[config.mk]
export PLATFORM = sky130hd
export DESIGN_NAME = truth_table_scanner
export DESIGN_NICKNAME = d
export VERILOG_FILES = /design/src/rtl/truth_table_scanner_pkg.sv /design/src/rtl/truth_table_scanner_settle_timer.sv /design/src/rtl/truth_table_scanner.sv
export SDC_FILE = /design/constraint.sdc
export NUM_CORES = 1
export LEC_CHECK = 0
export ABC_AREA = 1
export CAP_MARGIN = 0
export CORE_ASPECT_RATIO = 0.7
export CORE_MARGIN = 2
export CORE_UTILIZATION = 40
export CTS_CLUSTER_DIAMETER = 60
export DETAILED_ROUTE_END_ITERATION = 6
export SLEW_MARGIN = 20
export SYNTH_ARGS = -nofsm -noshare
export SYNTH_HDL_FRONTEND = slang
export SYNTH_SLANG_ARGS = --single-unit
[constraint.sdc]
create_clock -name clk -period 2.12 [get_ports clk]
set_input_delay 0.212 -clock clk [delete_from_list [all_inputs] [get_ports clk]]
set_output_delay 0.212 -clock clk [all_outputs]
set_load 0.01 [all_outputs]
[src/rtl/truth_table_scanner_pkg.sv]
// Shared definitions for the truth-table scanner.
//   NCODES   : number of select codes walked per scan (A,B,C -> 8 codes)
//   CODE_W   : width of the abc code bus
//   SETTLE_W : width of the settle counter (covers SETTLE up to 15)
//   state_t  : scanner FSM state encoding
package tt_pkg;

   localparam int unsigned NCODES   = 8;
   localparam int unsigned CODE_W   = 3;
   localparam int unsigned SETTLE_W = 4;

   typedef enum logic [1:0] {
      ST_IDLE   = 2'b00,
      ST_SETTLE = 2'b01,
      ST_SAMPLE = 2'b10,
      ST_DONE   = 2'b11
   } state_t;

endpackage

[src/rtl/truth_table_scanner_settle_timer.sv]
// settle_timer: counts the cycles a code has been held on abc.
//   clk    : rising-edge clock
//   reset  : synchronous, active-high reset (count -> 0)
//   clear  : synchronous clear (count -> 0), wins over enable
//   enable : increment count this cycle
//   tc     : terminal count, high while count == SETTLE-1
module settle_timer
   import tt_pkg::*;
#(
   parameter int unsigned SETTLE = 2
) (
   input  logic clk,
   input  logic reset,
   input  logic clear,
   input  logic enable,
   output logic tc
);

   logic [SETTLE_W-1:0] count;

   always_ff @(posedge clk) begin
      if (reset || clear) begin
         count <= '0;
      end else if (enable) begin
         count <= count + SETTLE_W'(1);
      end
   end

   assign tc = (count == SETTLE_W'(SETTLE - 1));

endmodule

[src/rtl/truth_table_scanner.sv]
// truth_table_scanner: walks abc through codes 0..7, holds each code for
// SETTLE cycles, samples dut_y on the following cycle, and compares the
// captured table against a reference table latched at start.
//   clk, reset : clock and synchronous active-high reset
//   start      : begin a scan (accepted only in IDLE)
//   expected   : reference table, bit k = required Y for code k
//   dut_y      : output of the mux under test
//   abc        : code driven to the mux (abc[2]=A, abc[1]=B, abc[0]=C)
//   busy       : scan in progress (SETTLE/SAMPLE states)
//   done       : one-cycle pulse when results are valid
//   table_out  : captured truth table
//   match      : table_out == latched expected
//   mismatch   : table_out ^ latched expected
module truth_table_scanner
   import tt_pkg::*;
#(
   parameter int unsigned SETTLE = 2
) (
   input  logic              clk,
   input  logic              reset,
   input  logic              start,
   input  logic [NCODES-1:0] expected,
   input  logic              dut_y,
   output logic [CODE_W-1:0] abc,
   output logic              busy,
   output logic              done,
   output logic [NCODES-1:0] table_out,
   output logic              match,
   output logic [NCODES-1:0] mismatch
);

   localparam logic [CODE_W-1:0] LAST_CODE = CODE_W'(NCODES - 1);

   state_t            state;
   logic [NCODES-1:0] exp_q;
   logic [NCODES-1:0] table_next;
   logic              accept;
   logic              tmr_clear;
   logic              tmr_enable;
   logic              tmr_tc;

   assign accept     = (state == ST_IDLE) && start;
   assign tmr_clear  = accept || (state == ST_SAMPLE);
   assign tmr_enable = (state == ST_SETTLE);

   settle_timer #(
      .SETTLE (SETTLE)
   ) u_timer (
      .clk    (clk),
      .reset  (reset),
      .clear  (tmr_clear),
      .enable (tmr_enable),
      .tc     (tmr_tc)
   );

   // Table with the current sample merged in; used so the final compare
   // sees bit 7 on the same edge that stores it.
   always_comb begin
      table_next      = table_out;
      table_next[abc] = dut_y;
   end

   always_ff @(posedge clk) begin
      if (reset) begin
         state     <= ST_IDLE;
         abc       <= '0;
         table_out <= '0;
         match     <= 1'b0;
         mismatch  <= '0;
         exp_q     <= '0;
      end else begin
         case (state)
            ST_IDLE: begin
               if (start) begin
                  state     <= ST_SETTLE;
                  abc       <= '0;
                  table_out <= '0;
                  match     <= 1'b0;
                  mismatch  <= '0;
                  exp_q     <= expected;
               end
            end
            ST_SETTLE: begin
               if (tmr_tc) begin
                  state <= ST_SAMPLE;
               end
            end
            ST_SAMPLE: begin
               table_out <= table_next;
               if (abc == LAST_CODE) begin
                  state    <= ST_DONE;
                  match    <= (table_next == exp_q);
                  mismatch <= table_next ^ exp_q;
               end else begin
                  state <= ST_SETTLE;
                  abc   <= abc + CODE_W'(1);
               end
            end
            ST_DONE: begin
               state <= ST_IDLE;
            end
            default: begin
               state <= ST_IDLE;
            end
         endcase
      end
   end

   assign busy = (state == ST_SETTLE) || (state == ST_SAMPLE);
   assign done = (state == ST_DONE);

endmodule

==> results_dict.tcl <==
set metrics [dict create \
    status "completed" \
    whs_endpoint "mismatch[2]" \
    p_int_uw 1260 \
    wirelength_met1_um 2360 \
    worst_pin_slew_ps 444 \
    seqPwrFrac_pct 36.8 \
    fin_hold_ws_ps 464 \
    synthMuxAreaShare_pct 0 \
    pwr-share-clk_pct 24.5 \
    die_h_um 60.9 \
    finalCoreUtilization_pct 52.8 \
    top_layer "met4" \
    synth_top_family_by_area "simple AND/OR/NAND/NOR gates" \
    avgSynthCellArea_um2 7.29 \
    power.density_nw_per_um2 900 \
    yosysWarningCount 0 \
    max_freq_mhz 561 \
    drt-total-wl_um 4340 \
    synth-compound-area-share_pct 13.0 \
    final_area_um2 2320 \
    initialDrtViolationCount 86 \
    wl_met2_um 1670 \
    critPathLaunchType "flip-flop" \
    drt-pass1-iter-count 4 \
    endpoint_kind "primary output" \
    wl_per_cell_um 12.4 \
    r2r_start "state[0]" \
    vias_per_cell 4.91 \
    gp_congestion 0.816 \
    grt_pass1_vias 1517 \
    die_x_um 85.3 \
    rr_endpoint "match" \
    crit_chain "inv_1 -> ha_1 -> clkdlybuf4s50_1" \
    start_util_pct 42.0 \
    vias 1712 \
    yosysTopAreaCell "dfxtp_1" \
    vdd_drop_max_v 0.000434 \
    cts-root-buf "clkbuf_8" \
    synth.top_cells.by_area "dfxtp_1 (37%), nand2_1 (12%), nand3_1 (8.4%)" \
    drv_cap 0 \
    worstHoldStart "mismatch[2]" \
    rsz0062_at_grt "no" \
    register_area_um2 681 \
    rr_worst_depth 9 \
    seq_area_frac_synth_pct 36.8 \
    antenna_cells 0 \
    wl_met3_um 254 \
    slowest_stage "clkdlybuf4s50_1" \
    die_area_um2 5190 \
    syn_inst 254 \
    fin_crit_ps 1780 \
    final_common_cell "nand2_1" \
    numCtsBuffers 5 \
    setup_tns_ps 0 \
    synth_top_area_share_pct 36.8 \
    multi_input_area_um2 973 \
    maxSlewViolCount 0 \
    setup_viol_count_final 0 \
    ys_types 30 \
    drive_gt1_share_pct 11.2 \
    drc 0 \
    clk_pin_slew_worst_paths_ps 70 \
    ff2ff_setup_slack_ps 500 \
    finalHoldViolCount 0 \
    grt_pass1_wl_um 7240 \
    placed_area_um2 2230 \
    antenna_found_initial 0 \
    critPathRequiredTime_ps 1910 \
    grt_overflow_total 0 \
    crit_fanout 4 \
    combinationalPowerShare_pct 38.7 \
    io-pin-count 34 \
    crit_type "flip-flop to primary output" \
    core_um2 4400 \
    fin_nets 314 \
    synthesis.nets 275 \
    hp-class "flip-flop to flip-flop" \
    synth_fa_ha_area_share_pct 6.09 \
    cts_tree "built" \
    synth_seq_cells 34 \
    min_path_cells 2 \
    synthToLayoutAreaGrowth_pct 25.6 \
    postCtsHoldBufs 0 \
    syn-cell-area_um2 1850 \
    post-dp-hpwl_um 3160 \
    num-fill-cells 459 \
    clk_latency_ps 290 \
    ant_nets 0 \
    cts_resized 0 \
    fin_crit_sh_pct 84.1 \
    power.leakage_uw 0.000922 \
    rows 20 \
    htreeDepth 2 \
    max-slew-margin-rel_pct 70.1 \
    synth_xor_area_share_pct 0 \
    swShare_pct 39.6 \
    postCtsSetupBuffers 0 \
    p_sw_uw 829 \
    skew_ps 12.1 \
    final_cell_mix "nand2_1 (57), dfxtp_1 (34), clkdlybuf4s50_1 (33)" \
    cp.arrival_ps 1570 \
    numClockSinks 34 \
    grt_max_degree 22 \
    slowest_delay_ps 520 \
    clk_path_buf_depth 2 \
    synth-simple-area-share_pct 33.5 \
    grt_util_all_layers_pct 18.4 \
    numPortBuffers 33 \
]
[cell families (layout without fill, tap and decap cells)]
group,Yosys count,count (layout)
adders and majority gates,9,9
DFF,34,34
AOI/OAI and AO/OA,44,44
and+or+nand+nor,129,129
buffers and inverters,38,78
[stage by stage]
step                power [µW]  worst slack [ps]  cells
CTS                       2090               318    349
global route              2250               258    349
global placement          1590               387    341
detailed placement        1590               397    341
floorplan                 1380               566    254
finish                    2090               337    349
[how the worst max path moves through the flow]
stage	from	to	slack [ps]	cells past startpoint
floorplan	abc[1]	match	570	8
global placement	dut_y	match	390	9
detailed placement	dut_y	match	400	9
CTS	state[1]	busy	320	3
global route	state[1]	busy	260	3
finish	state[1]	busy	340	3
[critical path, delay by kind of cell, from the launching register on]
family                   cells  cell delay [ps]
buffers and inverters        2              620
flip-flops                   1              380
adder cells (fa/ha/maj)      1              280
[flip-flops by register name, summed over array words and instances (netlist names)]
| name | cells |
|---|---|
| exp_q | 8 |
| match | 1 |
| mismatch | 8 |
| abc | 3 |
| u_timer.count | 4 |
| table_out | 8 |
| state | 2 |
[cell usage after synthesis (all sizes together)]
cell type	instances
nand2	62
dfxtp	34
nand3	34
inv	30
a21oi	28
nor2	17
o21ai	11
ha	9
nand4	8
buf	4
nor3	4
clkbuf	3
a211oi	2
a32oi	2
nand3b	2
a31oi	1
bufinv	1
nor4	1
or2	1
[layer usage]
layer	GRT usage, %	up-vias
met5	0	-
li1	-	924
met4	6.80	0
met2	26.5	40
met1	26.7	740
met3	4.90	8
[cell type report]
cell class	instances	share of cell area, %
Timing Repair Buffer	39	16.1
Inverter	31	5.81
Sequential cell	34	29.3
Clock buffer	7	3.71
Multi-Input combinational cell	182	41.9
Clock inverter	1	0.215
Tap cell	55	2.96
[power by group through the flow]
| stage | clock network, µW | logic [µW] | registers, µW |
|---|---|---|---|
| 6_report | 513 | 809 | 770 |
| 5_1_grt | 549 | 919 | 784 |
| 4_1_cts | 513 | 810 | 771 |
| 3_5_place_dp | 0 | 809 | 785 |
| 3_3_place_gp | 0 | 810 | 784 |
| 2_1_floorplan | 0 | 593 | 782 |
Power figures use the tool's default switching activity.
